File: config.mk
export PLATFORM = sky130hd
export DESIGN_NAME = uc_bcast_sched
export DESIGN_NICKNAME = d
export VERILOG_FILES = /design/src/rtl/uc_bcast_sched.sv
export SDC_FILE = /design/constraint.sdc
export NUM_CORES = 1
export LEC_CHECK = 0
export ABC_AREA = 1
export CORE_MARGIN = 5
export CORE_UTILIZATION = 40
export CTS_CLUSTER_SIZE = 16
export DETAILED_ROUTE_END_ITERATION = 8
export DONT_BUFFER_PORTS = 1
export GPL_TIMING_DRIVEN = 0
export SYNTH_ARGS = -nofsm -noshare
export SYNTH_HDL_FRONTEND = slang
export SYNTH_SLANG_ARGS = --single-unit
File: constraint.sdc
create_clock -name clk -period 1.7 [get_ports clk]
set_input_delay 0.17 -clock clk [delete_from_list [all_inputs] [get_ports clk]]
set_output_delay 0.17 -clock clk [all_outputs]
set_load 0.005 [all_outputs]
File: src/rtl/uc_bcast_sched.sv
// Broadcast scheduler: pops unit-clause literals from a FWFT queue and hands each
// one to every enabled BCP engine, advancing only once all targets have accepted.
`ifndef NUM_ENGINE
`define NUM_ENGINE 4
`endif
`ifndef LIT_IDX_MAX
`define LIT_IDX_MAX 127
`endif

module uc_bcast_sched #(
  parameter int NUM_ENGINE = `NUM_ENGINE,
  parameter int LIT_W      = $clog2(`LIT_IDX_MAX) + 1,
  parameter int STALL_MAX  = 255,
  parameter int CNT_W      = 16
) (
  input  logic                    clk,
  input  logic                    rst,
  input  logic                    q_empty,
  input  logic signed [LIT_W-1:0] q_data,
  output logic                    q_pop,
  input  logic [NUM_ENGINE-1:0]   eng_enable,
  input  logic [NUM_ENGINE-1:0]   eng_full,
  output logic [NUM_ENGINE-1:0]   eng_valid,
  output logic signed [LIT_W-1:0] bcast_lit,
  input  logic                    conflict,
  input  logic                    restart,
  output logic                    halted,
  output logic                    idle,
  output logic                    stall_err,
  output logic [CNT_W-1:0]        bcast_count
);

  localparam int SC_W = ($clog2(STALL_MAX + 1) > 8) ? $clog2(STALL_MAX + 1) : 8;

  typedef enum logic [1:0] {
    S_IDLE  = 2'd0,
    S_BCAST = 2'd1,
    S_HALT  = 2'd2
  } state_t;

  state_t                  r_state;
  logic signed [LIT_W-1:0] r_lit;
  logic [NUM_ENGINE-1:0]   r_pending;
  logic [SC_W-1:0]         r_stall_cnt;
  logic                    r_stall_err;
  logic [CNT_W-1:0]        r_cnt;

  logic [NUM_ENGINE-1:0]   w_blocked;
  logic                    w_done;
  logic                    w_load;
  logic [SC_W-1:0]         w_stall_nxt;

  // Engines still pending after this cycle are exactly those that are full.
  assign w_blocked   = r_pending & eng_full;
  assign w_done      = (r_state == S_BCAST) && (w_blocked == '0);
  assign w_load      = !rst && !q_empty && !conflict && ((r_state == S_IDLE) || w_done);
  assign w_stall_nxt = (r_stall_cnt == '1) ? r_stall_cnt : r_stall_cnt + 1'b1;

  // Scheduler state, pending mask, stall watchdog and completion counter.
  always_ff @(posedge clk) begin
    if (rst) begin
      r_state     <= S_IDLE;
      r_lit       <= '0;
      r_pending   <= '0;
      r_stall_cnt <= '0;
      r_stall_err <= 1'b0;
      r_cnt       <= '0;
    end else if (conflict) begin
      r_state   <= S_HALT;
      r_pending <= '0;
    end else begin
      case (r_state)
        S_IDLE: begin
          r_state <= S_IDLE;
        end
        S_BCAST: begin
          r_pending <= w_blocked;
          if (w_done) begin
            r_state <= S_IDLE;
            if (r_cnt != '1) begin
              r_cnt <= r_cnt + 1'b1;
            end
          end else begin
            r_stall_cnt <= w_stall_nxt;
            if (w_stall_nxt >= SC_W'(STALL_MAX)) begin
              r_stall_err <= 1'b1;
            end
          end
        end
        S_HALT: begin
          if (restart) begin
            r_state     <= S_IDLE;
            r_stall_err <= 1'b0;
          end
        end
        default: begin
          r_state   <= S_IDLE;
          r_pending <= '0;
        end
      endcase
      // A load overrides the completion path so back-to-back literals need no bubble.
      if (w_load) begin
        r_state     <= S_BCAST;
        r_lit       <= q_data;
        r_pending   <= eng_enable;
        r_stall_cnt <= '0;
      end
    end
  end

  assign q_pop       = w_load;
  assign eng_valid   = (r_state == S_BCAST) ? r_pending : '0;
  assign bcast_lit   = r_lit;
  assign halted      = (r_state == S_HALT);
  assign idle        = (r_state == S_IDLE) && q_empty;
  assign stall_err   = r_stall_err;
  assign bcast_count = r_cnt;

endmodule

After elaboration in Yosys (flattened, before gate mapping) --
Cells that the tools add are included.
Word-level totals: register bits 39, output and inout bits 32
Operators by class: $add $sub $neg 2, $lt $le $gt $ge 1, eq/ne operators 13, mux-type cells 16, bitwise logic cells 2, reductions and logical operators 21
Operators with widths (number):
- $mux W8 | 4
- $add A16 B1 Y16 const B | 1
- $ne A16 B16 Y1 const B | 1
- $add A8 B1 Y8 const B | 1
- $eq A8 B8 Y1 const B | 1
- $ge A8 B8 Y1 const B | 1
- $mux W2 | 4
- $mux W4 | 2
- $ne A4 B4 Y1 const B | 2
- $pmux W4 S2 | 1
- $ne A2 B2 Y1 const B | 3
- $ne A3 B3 Y1 const B | 2
- $reduce_and A2 Y1 | 3
- $logic_and A1 B1 Y1 | 5
- $reduce_and A5 Y1 | 1
- $and A4 B4 Y4 | 1
- $logic_not A4 Y1 | 1
- $ne A2 B1 Y1 const B | 2
- $pmux W2 S2 | 1
- $reduce_and A4 Y1 | 1
- $reduce_bool A2 Y1 | 2
- $reduce_or A2 Y1 | 2
- $logic_not A1 Y1 | 3
- $mux W1 | 3
- 7 further kinds | 7

Depth between registers and ports, before layout --
depth after elaboration 7, depth in mapped cells 13, mapped depth without buffers 13

Worst setup path after synthesis --
OpenSTA, ideal clock, no wires.
path type register to register, start point register r_cnt[0] (netlist: bcast_count[0]), end point register r_cnt[14] (netlist: bcast_count[14]), library setup time 0.116 ns, data arrival time 1.418 ns, data required time 1.584 ns, path slack 0.166 ns, stages on the path, launching flop included 7, path buffers 0, path through dfxtp_1 ha_1 inv_1 nor4_1 nand4_1 o21ai_0 nor2_1
Between the ends: cells in the longest elaborated chain, start to end 2
RTL lines:
- start: declaration | line 46 | logic [CNT_W-1:0] r_cnt;
- start signal: assignment | line 81 | r_cnt <= r_cnt + 1'b1;
- parallel branches: the longest is 2 deep, another holds $add A16 B1 Y16
Several ways; the timed one is not identified. A chain may end at the register's enable or synchronous reset.

Worst setup path after layout --
start point register r_stall_cnt[0], end point register r_stall_err (netlist: stall_err)
Between the ends: cells in the longest elaborated chain, start to end 5
RTL lines:
- start: declaration | line 44 | logic [SC_W-1:0] r_stall_cnt;
- start signal: assignment | line 84 | r_stall_cnt <= w_stall_nxt;
- $add A8 B1 Y8 or $eq A8 B8 Y1 (tied branches) | line 57 | assign w_stall_nxt = (r_stall_cnt == '1) ? r_stall_cnt : r_stall_cnt + 1'b1;
- $mux W8 * | line 57
- $ge A8 B8 Y1 * | line 85 | if (w_stall_nxt >= SC_W'(STALL_MAX)) begin
- $ne A2 B1 Y1 (no source line) *
- $reduce_and A5 Y1 (no source line) *
- end signal: assignment | line 66 | r_stall_err <= 1'b0;
- end signal: assignment | line 86 | r_stall_err <= 1'b1;
- end signal: assignment | line 93 | r_stall_err <= 1'b0;
- end: declaration | line 45 | logic r_stall_err;
Mark *: on every way between the ends. The rest lies on a longest branch, timed or not.

==> results.yml <==
floorplanning:
  floorplan.initialDensity: 0.414
  fp.dieArea_um2: 6840
  pin_count: 53
  die_h_um: 82.7
  core_um2: 5110
  die_x_um: 82.7
  core.rowCount: 26
synth:
  yosys-top-cells-count: "86 x nand2_1, 39 x dfxtp_1, 33 x nand3_1"
  dominant_combinational_cell_family_by_area_after_synthesis: "simple AND/OR/NAND/NOR gates"
  post_synth_fa_ha_maj_area_fraction: 0.0118
  synth.mux.area_fraction: 0
  synth.net_count: 344
  synth_xor_area_frac: 0.0249
  post_synth.cell_area_avg_um2: 6.59
  synthesized_instance_count: 321
  yosysTopAreaCell: "dfxtp_1"
  synthFlopType: "dfxtp_1"
  yosysSeqAreaShare: 0.369
  synth_seq_cells: 39
  synth_simple_gate_area_share: 0.392
  mappedNetlistArea_um2: 2110
  synth-async-reset-ratio: 0
  synthTopCellsByArea: "dfxtp_1 37%, nand2_1 15%, nand3_1 7.8%, a21oi_1 7.6%, nor2_1 5.5%"
  netlist.area_leader.share: 0.369
  yosys_warning_count: 0
  number_of_enable_flip_flop_cells_after_synthesis: 0
  leading_cell_type_by_number_of_instances_after_synthesis: "nand2_1"
  synth-compound-area-share: 0.117
  synth_cell_type_count: 28
drt:
  num_vias: 2034
  dr.pass1.iters: 4
  route.detailed.drc: 0
  post_drt_via_cell_ratio: 4.96
  drt_first_iter_violations: 126
  antenna_left: 0
  finalWirelength_um: 5280
  wl_per_cell_um: 12.9
critical_path:
  timing.setup.critical_path_class: "flop to flop"
  critical_path.endpoint: "stall_err"
  r2r-start: "r_stall_cnt[0]"
  worst-endpoint-arrival_ps: 1800
  timing.critical_path.fanout_max: 6
  worst_setup_path_end_kind: "flop"
  cp-start-kind: "flop"
  rr_endpoint: "stall_err"
  worst-r2r-setup-slack_ps: 140
  worstPathRequired_ps: 1940
  reg2regPathDepth: 11
  timing.critical_path.from: "r_stall_cnt[0]"
timing:
  final_min_period_over_clock_period: 0.920
  final_max_slew_viol_count: 0
  min_period_ps: 1560
  rsz0062_at_grt: "yes"
  skew_ps: 6.54
  finalWorstSetupSlack_ps: 136
  final.hold.worst_slack_ps: 40.9
  tightest_slew_ps: 440
  timing.final.setup_violations: 0
  slew_headroom: 0.706
  max_clock_freq_mhz: 639
  final_hold_viols: 0
power:
  post-layout-total-power_w: 0.00186
  vdd_ir_drop_max_mv: 0.470
  power_density_nw_per_um2: 746
  power.leakage_nw: 0.857
place:
  postPlaceCellArea_um2: 2200
  port_buffers: 0
  routability_congestion_estimate_from_global_placement: 0.811
  hpwl_um: 3790
  detailedPlace.worstSlack_ps: -135
cts:
  clk_pin_slew_worst_setup_hold_paths_ps: 80
  cts_tree: "yes"
  ctsRootBufferMaster: "clkbuf_8"
  number_of_buffers_inserted_during_clock_tree_synthesis: 5
  clkLatencyLatePin_ps: 300
  cts_buffer_depth: 2
  cts_sinks: 39
  htreeDepth: 2
run_status:
  outcome: "complete, no violations"
job:
  drv.max_cap_violation_count: 0
final_layout:
  layout-area-overhead-vs-synth_pct: 18.2
  fin_area_um2: 2500
  fin_util: 0.489
  final_layout_size_suffix_gt1_frac: 0.156
  antennaDiodeCount: 0
  fillers: 533
  layout.nets: 362
global_route:
  grt_pass1_wl_um: 8880
  pin_count_of_the_biggest_net_entering_global_routing: 14
  grt-ovfl-total: 0
  global_route.usage.total: 0.167
  grt_antenna_before_repair: 0
  first_global_vias: 1918
hold_path:
  class_of_the_worst_hold_path: "input pin to flop"
==> metrics by stage <==
step / cells / setup TNS, ps
after floorplan: 321 / 0
after global placement: 391 / -175
after detailed placement: 391 / -203
after CTS: 407 / 0
after global routing: 410 / -52.4
final: 410 / 0
==> placed cells by master (no fill, tap or decap), drive strengths merged <==
cell type | synthesis | final
nand3 | 33 | 33
clkbuf | 1 | 7
xnor2 | 3 | 3
buf | 6 | 9
bufinv | 0 | 1
xor2 | 3 | 3
nor3b | 1 | 1
o21bai | 1 | 1
dfxtp | 39 | 39
inv | 37 | 38
nor4 | 2 | 2
nand4 | 7 | 7
o21ai | 16 | 16
dlygate4sd3 | 0 | 8
nand2 | 89 | 89
ha | 2 | 2
nor2 | 37 | 37
a21oi | 32 | 32
nor3 | 12 | 12
==> what timing repair did <==
action / 4_1_cts / 5_1_grt
pin swaps: 0 / 3
setup buffers: 0 / 3
endpoints found under the hold margin: 8 / 0
endpoints found under the setup margin: 5 / 24
hold buffers: 8 / 0
gates cloned: 0 / 0
resized for setup: 4 / 19
==> routing by layer <==
metal	global-route usage	part of all wire
met1	0.220	0.47
met2	0.249	0.43
met3	0.0597	0.084
met4	0.0621	0.014
met5	0	0
==> power by group <==
group | switching [W] | leakage (nW) | internal [W] | total, W
sequential | 0.0000147 | 0.320 | 0.000926 | 0.000941
combinational | 0.0000570 | 0.475 | 0.0000366 | 0.0000936
clock | 0.000346 | 0.0618 | 0.000483 | 0.000829
==> worst min-delay path by stage <==
stage	end	cells after the start	from	slack, ps
2_1_floorplan	bcast_lit[0]	2	q_data[0]	280
3_3_place_gp	bcast_lit[0]	2	q_data[0]	280
3_5_place_dp	bcast_lit[3]	2	q_data[3]	290
4_1_cts	r_state[1]	3	restart	30
5_1_grt	r_state[1]	3	restart	50
6_report	r_state[1]	3	restart	40
==> flip-flops by register name (all words and copies together) (netlist names) <==
signal       count
r_pending        4
bcast_count     16
r_state          2
stall_err        1
bcast_lit        8
r_stall_cnt      8
==> kinds of logic (layout without fill, tap and decap cells) <==
| group | after synthesis | after routing |
|---|---|---|
| AOI/OAI and AO/OA | 49 | 49 |
| xor gates and xnor gates | 6 | 6 |
| adders and majority gates | 2 | 2 |
| buffers and inverters | 44 | 63 |
| DFF | 39 | 39 |
| and+or+nand+nor | 181 | 181 |
==> final cells by class <==
cell class | instances | area [µm²] | area share
Timing Repair Buffer | 11 | 103 | 0.0411
Multi-Input combinational cell | 238 | 1210 | 0.484
Clock buffer | 6 | 82.6 | 0.0330
Inverter | 37 | 141 | 0.0566
Clock inverter | 2 | 38.8 | 0.0155
Tap cell | 70 | 87.6 | 0.0351
Buffer | 7 | 41.3 | 0.0165
Sequential cell | 39 | 795 | 0.318
==> worst max-delay path, cell delays in order, from the launching register on <==
cell	delay, ps
dfxtp_2	380
ha_2	210
nand2_2	100
nor2_4	130
nand2_2	120
a21oi_2	160
nand2_1	60
nor2_1	90
nand2_1	60
nand2_1	50
nand2_1	40
a21oi_1	110
Power figures use the tool's default switching activity.
==> edit 1, RTL diff (config.mk and constraints unchanged) <==
Set the macro `LIT_IDX_MAX` to 254 (it was 127).
--- a/src/rtl/uc_bcast_sched.sv
+++ b/src/rtl/uc_bcast_sched.sv
@@ -4,7 +4,7 @@
 `define NUM_ENGINE 4
 `endif
 `ifndef LIT_IDX_MAX
-`define LIT_IDX_MAX 127
+`define LIT_IDX_MAX 254
 `endif
 
 module uc_bcast_sched #(
Ports: changed (resized bcast_lit and q_data); port bits go from 53 to 55. No check against the original RTL was run, so the function may have changed too.
==> edit 1 against the unedited design <==
Total power fell by 7.8%; cell count down 2.2%; first-iteration DRC count is 62% lower; sequential power increased by 2%; area after synthesis up 2.9%; synthesized cell count decreased by 0.62%; routed wire length fell by 1.3%; sequential cell count is 1 higher; worst setup slack lost 0.043 ns; final area shrank 2.2%.
==> edit 1: results (changes against the unedited design) <==
total power=1720 uW (-7.8%); XOR/XNOR share of the synthesized area=0.0362 (+0.0114); vias in the first global route=1840 (-4.1%); total track usage=0.149 (-0.0182); Slew @ Worst Pin=0.530 ns (+0.0893 ns); reg-to-reg slack, setup=0.09 ns (-0.04 ns); ranking of synthesized cells by area=dfxtp_1 37%, nand2_1 14%, nor2_1 7.6%; DRT Pass-1 Iters=5 (+1); slack of the critical path=0.0928 ns (-0.0431 ns); clock skew=0.00515 ns (-0.00139 ns); metal3 WL=363 um (-18%); worst stage delay on the critical path=0.42 ns (+0.04 ns); peak supply drop=0.447 mV (-5.1%); launch point of the worst hold path=q_data[8]; worst hold endpoint=bcast_lit[8]$_SDFFE_PP0P_; Seq/Total Area, Yosys=0.368 (-0.00120); cell internal pwr=1300 uW (-9.8%); number of multi-input logic gates=233 (-2.1%); cell leakage power=0.000916 uW (+6.9%); Post-Place Cells=389 (-0.51%); fill count=545 (+2.3%); final hold slack=0.0442 ns (+0.00332 ns); Hold Path Stages=2 (-1); outcome=completed; inverters=39 (+5.4%)
==> edit 1: cell count changes after synthesis, moves of 3 or more <==
| cell | unedited run | this run |
|---|---|---|
| nand3_1 | 33 | 13 |
| nor2_1 | 31 | 44 |
| a21oi_1 | 32 | 24 |
| nor3_1 | 10 | 5 |
| nand2_1 | 86 | 82 |
| nand3_2 | 0 | 4 |
| a21oi_2 | 0 | 3 |
==> edit 1: cell families (layout without fill, tap and decap cells) <==
| group | Yosys count | in the layout |
|---|---|---|
| compound gates | 53 | 53 |
| simple gates | 169 | 169 |
| flops | 40 | 40 |
| buf+inv | 46 | 58 |
| xor+xnor | 9 | 9 |
| fa+ha+maj | 2 | 2 |
==> edit 1: repair_timing <==
item,in CTS,in global routing
endpoints found under the setup margin,16,27
pin swaps,1,3
setup buffers,2,2
gates resized for setup,6,17
==> edit 2, RTL diff (same flow settings) <==
Made on the original files. Reset style: asynchronous (`rst`), changed in one clocked block.
--- a/src/rtl/uc_bcast_sched.sv
+++ b/src/rtl/uc_bcast_sched.sv
@@ -57,7 +57,7 @@
   assign w_stall_nxt = (r_stall_cnt == '1) ? r_stall_cnt : r_stall_cnt + 1'b1;
 
   // Scheduler state, pending mask, stall watchdog and completion counter.
-  always_ff @(posedge clk) begin
+  always_ff @(posedge clk or posedge rst) begin
     if (rst) begin
       r_state     <= S_IDLE;
       r_lit       <= '0;
Formal check against the unedited RTL: differs if rst is asserted again (counterexample within 4 cycles, from zero or initial values and one cycle with rst high); with rst held inactive, the same outputs for 10 cycles.
==> edit 2 against the unedited design <==
Critical path depth fell by 3; routed wire length fell by 5.5%; worst setup slack got worse by 0.089 ns; non-clock buffer count rose by 4; final area rose by 2.1%; sequential share of layout area rose by 6.5 points; sequential cell count did not move; area after synthesis rose by 3.4%; count of clock-buffer cells in the layout did not move.
Power is not compared: it rests on default switching activity, and its combinational part moved more than twofold at a synthesized area within 25%.
==> edit 2: results (changes against the unedited design) <==
via-per-instance ratio=4.80 (-3.2%); Synthesized Nets=322 (-6.4%); Max stage delay cell, worst path=dfrtp_1; post-DP HPWL=3.44 mm (-9.2%); ant diodes=0 (unchanged); Slew @ Worst Pin=0.809 ns (+0.368 ns); clk slew on worst S/H paths=0.07 ns; crit path DAT=1.48 ns (-0.32 ns); Seq/Total Area, Yosys=0.446 (+0.0770); Core Util, Final=0.472 (-0.0172); Yosys warnings=0 (unchanged); Port Buffers=0 (unchanged); 1st-iter DRT viols=83 (-34%); outcome=completed; hold crit path type=in2reg; most frequent cells after synthesis=124 x nand2_1, 39 x dfrtp_1, 33 x inv_1; GPL Wtd Cong=0.838 (+3.3%); cell leakage power=0.00132 uW; Hold Path Stages=1 (-2); Most used DFF post-synth=dfrtp_1; FF-to-FF path depth=12 (+1); ranking of synthesized cells by area=dfrtp_1 45%, nand2_1 21%, inv_1 5.7%; total track usage=0.144 (-0.0231); share of cells above drive strength 1=0.148 (-0.00773); worst-skew pair later-pin latency=0.28 ns (-0.02 ns); DRT Pass-1 Iters=4 (unchanged); first-pass GRT wire length=8.43 mm (-5.1%); post-synthesis async set-or-reset flop share=1.00 (+1.00); clk buf depth=2 (unchanged); Final #Nets=348 (-3.9%); H-tree depth=2 (unchanged); Worst Path Max Fanout=5 (-1); max reg flops=16 (unchanged); initial antenna violation count=0 (unchanged); Routed WL per cell=12.6 um (-2.1%); vias in the first global route=1815 (-5.4%); largest net degree at the start of global routing=40 (+26); post-synth cell types=24 (-14%); clock skew=0.00374 ns (-0.00280 ns); worst stage delay on the critical path=0.39 ns; TritonCTS buffer count=5 (unchanged); Placement Setup Slack=-0.0342 ns (+0.100 ns); clock root buffer=clkbuf_8; peak supply drop=0.446 mV
## edit 2: changes by cell type after synthesis, moves of 5 or more
cell	before	now
nor3_1	10	3
nor2_1	31	25
nand2_1	86	124
a21oi_1	32	2
o21ai_1	6	0
inv_2	8	3
nand3_1	33	16
dfxtp_1	39	0
dfrtp_1	0	39
xor2_1	3	10
## edit 2: through the flow
stage	instance area [um^2]	std cells
floorplan	2190	299
global placement	2280	371
detailed placement	2280	371
CTS	2450	387
global route	2550	396
finish	2550	396
## edit 2: report_power, final
part / switching [uW] / total, uW / leakage, uW / internal [uW]
combinational: 140 / 237 / 0.000767 / 96.8
clock: 296 / 569 / 0.0000371 / 274
sequential: 87.7 / 1110 / 0.000512 / 1020
total: 524 / 1910 / 0.00132 / 1390
## edit 2: final cells by class
type | count | area, um^2
multi-input cells | 221 | 1090
repair buffers | 19 | 163
plain buffers | 3 | 26.3
fillers | 558 | 2850
flip-flops and latches | 39 | 977
well taps | 72 | 90.1
inverters | 36 | 135
clock buffers | 6 | 72.6
## edit 2: cell families (layout without fill, tap and decap cells)
| kind of cell | Yosys count | after routing | share of synthesized area |
|---|---|---|---|
| simple gates | 191 | 191 | 0.379 |
| flops | 39 | 39 | 0.446 |
| buf+inv | 39 | 64 | 0.0738 |
| compound gates | 15 | 15 | 0.0372 |
| xor+xnor | 13 | 13 | 0.0521 |
| fa+ha+maj | 2 | 2 | 0.0114 |
## edit 2: path summary, 6_finish.rpt
check	slack (ns)	end	from
worst min-delay path	0.03	r_state[1]$_DFFE_PP0P_	restart
max in group asynchronous	0.64	bcast_count[2]$_DFFE_PP0P_	rst
worst max-delay path	0.05	q_pop	r_pending[3]$_DFFE_PP0P_
worst max register to register	0.05	stall_err$_DFFE_PP0P_	r_stall_cnt[1]$_DFFE_PP0P_
min in group asynchronous	0.50	bcast_count[0]$_DFFE_PP0P_	rst
worst min register to register	0.51	bcast_lit[6]$_DFFE_PP0P_	bcast_lit[6]$_DFFE_PP0P_
## edit 2: routing by layer
metal | up-vias | GRT usage | wire length [um]
met5 | - | 0 | 0
met3 | 4 | 0.0513 | 250
met2 | 39 | 0.241 | 2440
met1 | 887 | 0.177 | 2260
met4 | 0 | 0.0351 | 38
li1 | 972 | - | -
## edit 2: critical path, delay by kind of cell (launching register included)
family,cells,cell delay (ns)
and+or+nand+nor,5,0.54
DFF,1,0.39
buffers and inverters,2,0.19
AOI/OAI and AO/OA,1,0.07
## edit 2: repair_timing
| item | CTS | global route |
|---|---|---|
| gates resized for setup | 1 | 13 |
| setup endpoints to repair | 2 | 26 |
| hold endpoints to repair | 47 | 0 |
| setup buffers | 1 | 8 |
| hold buffers | 9 | 0 |
| gates cloned | 0 | 1 |
| pin swaps | 0 | 7 |
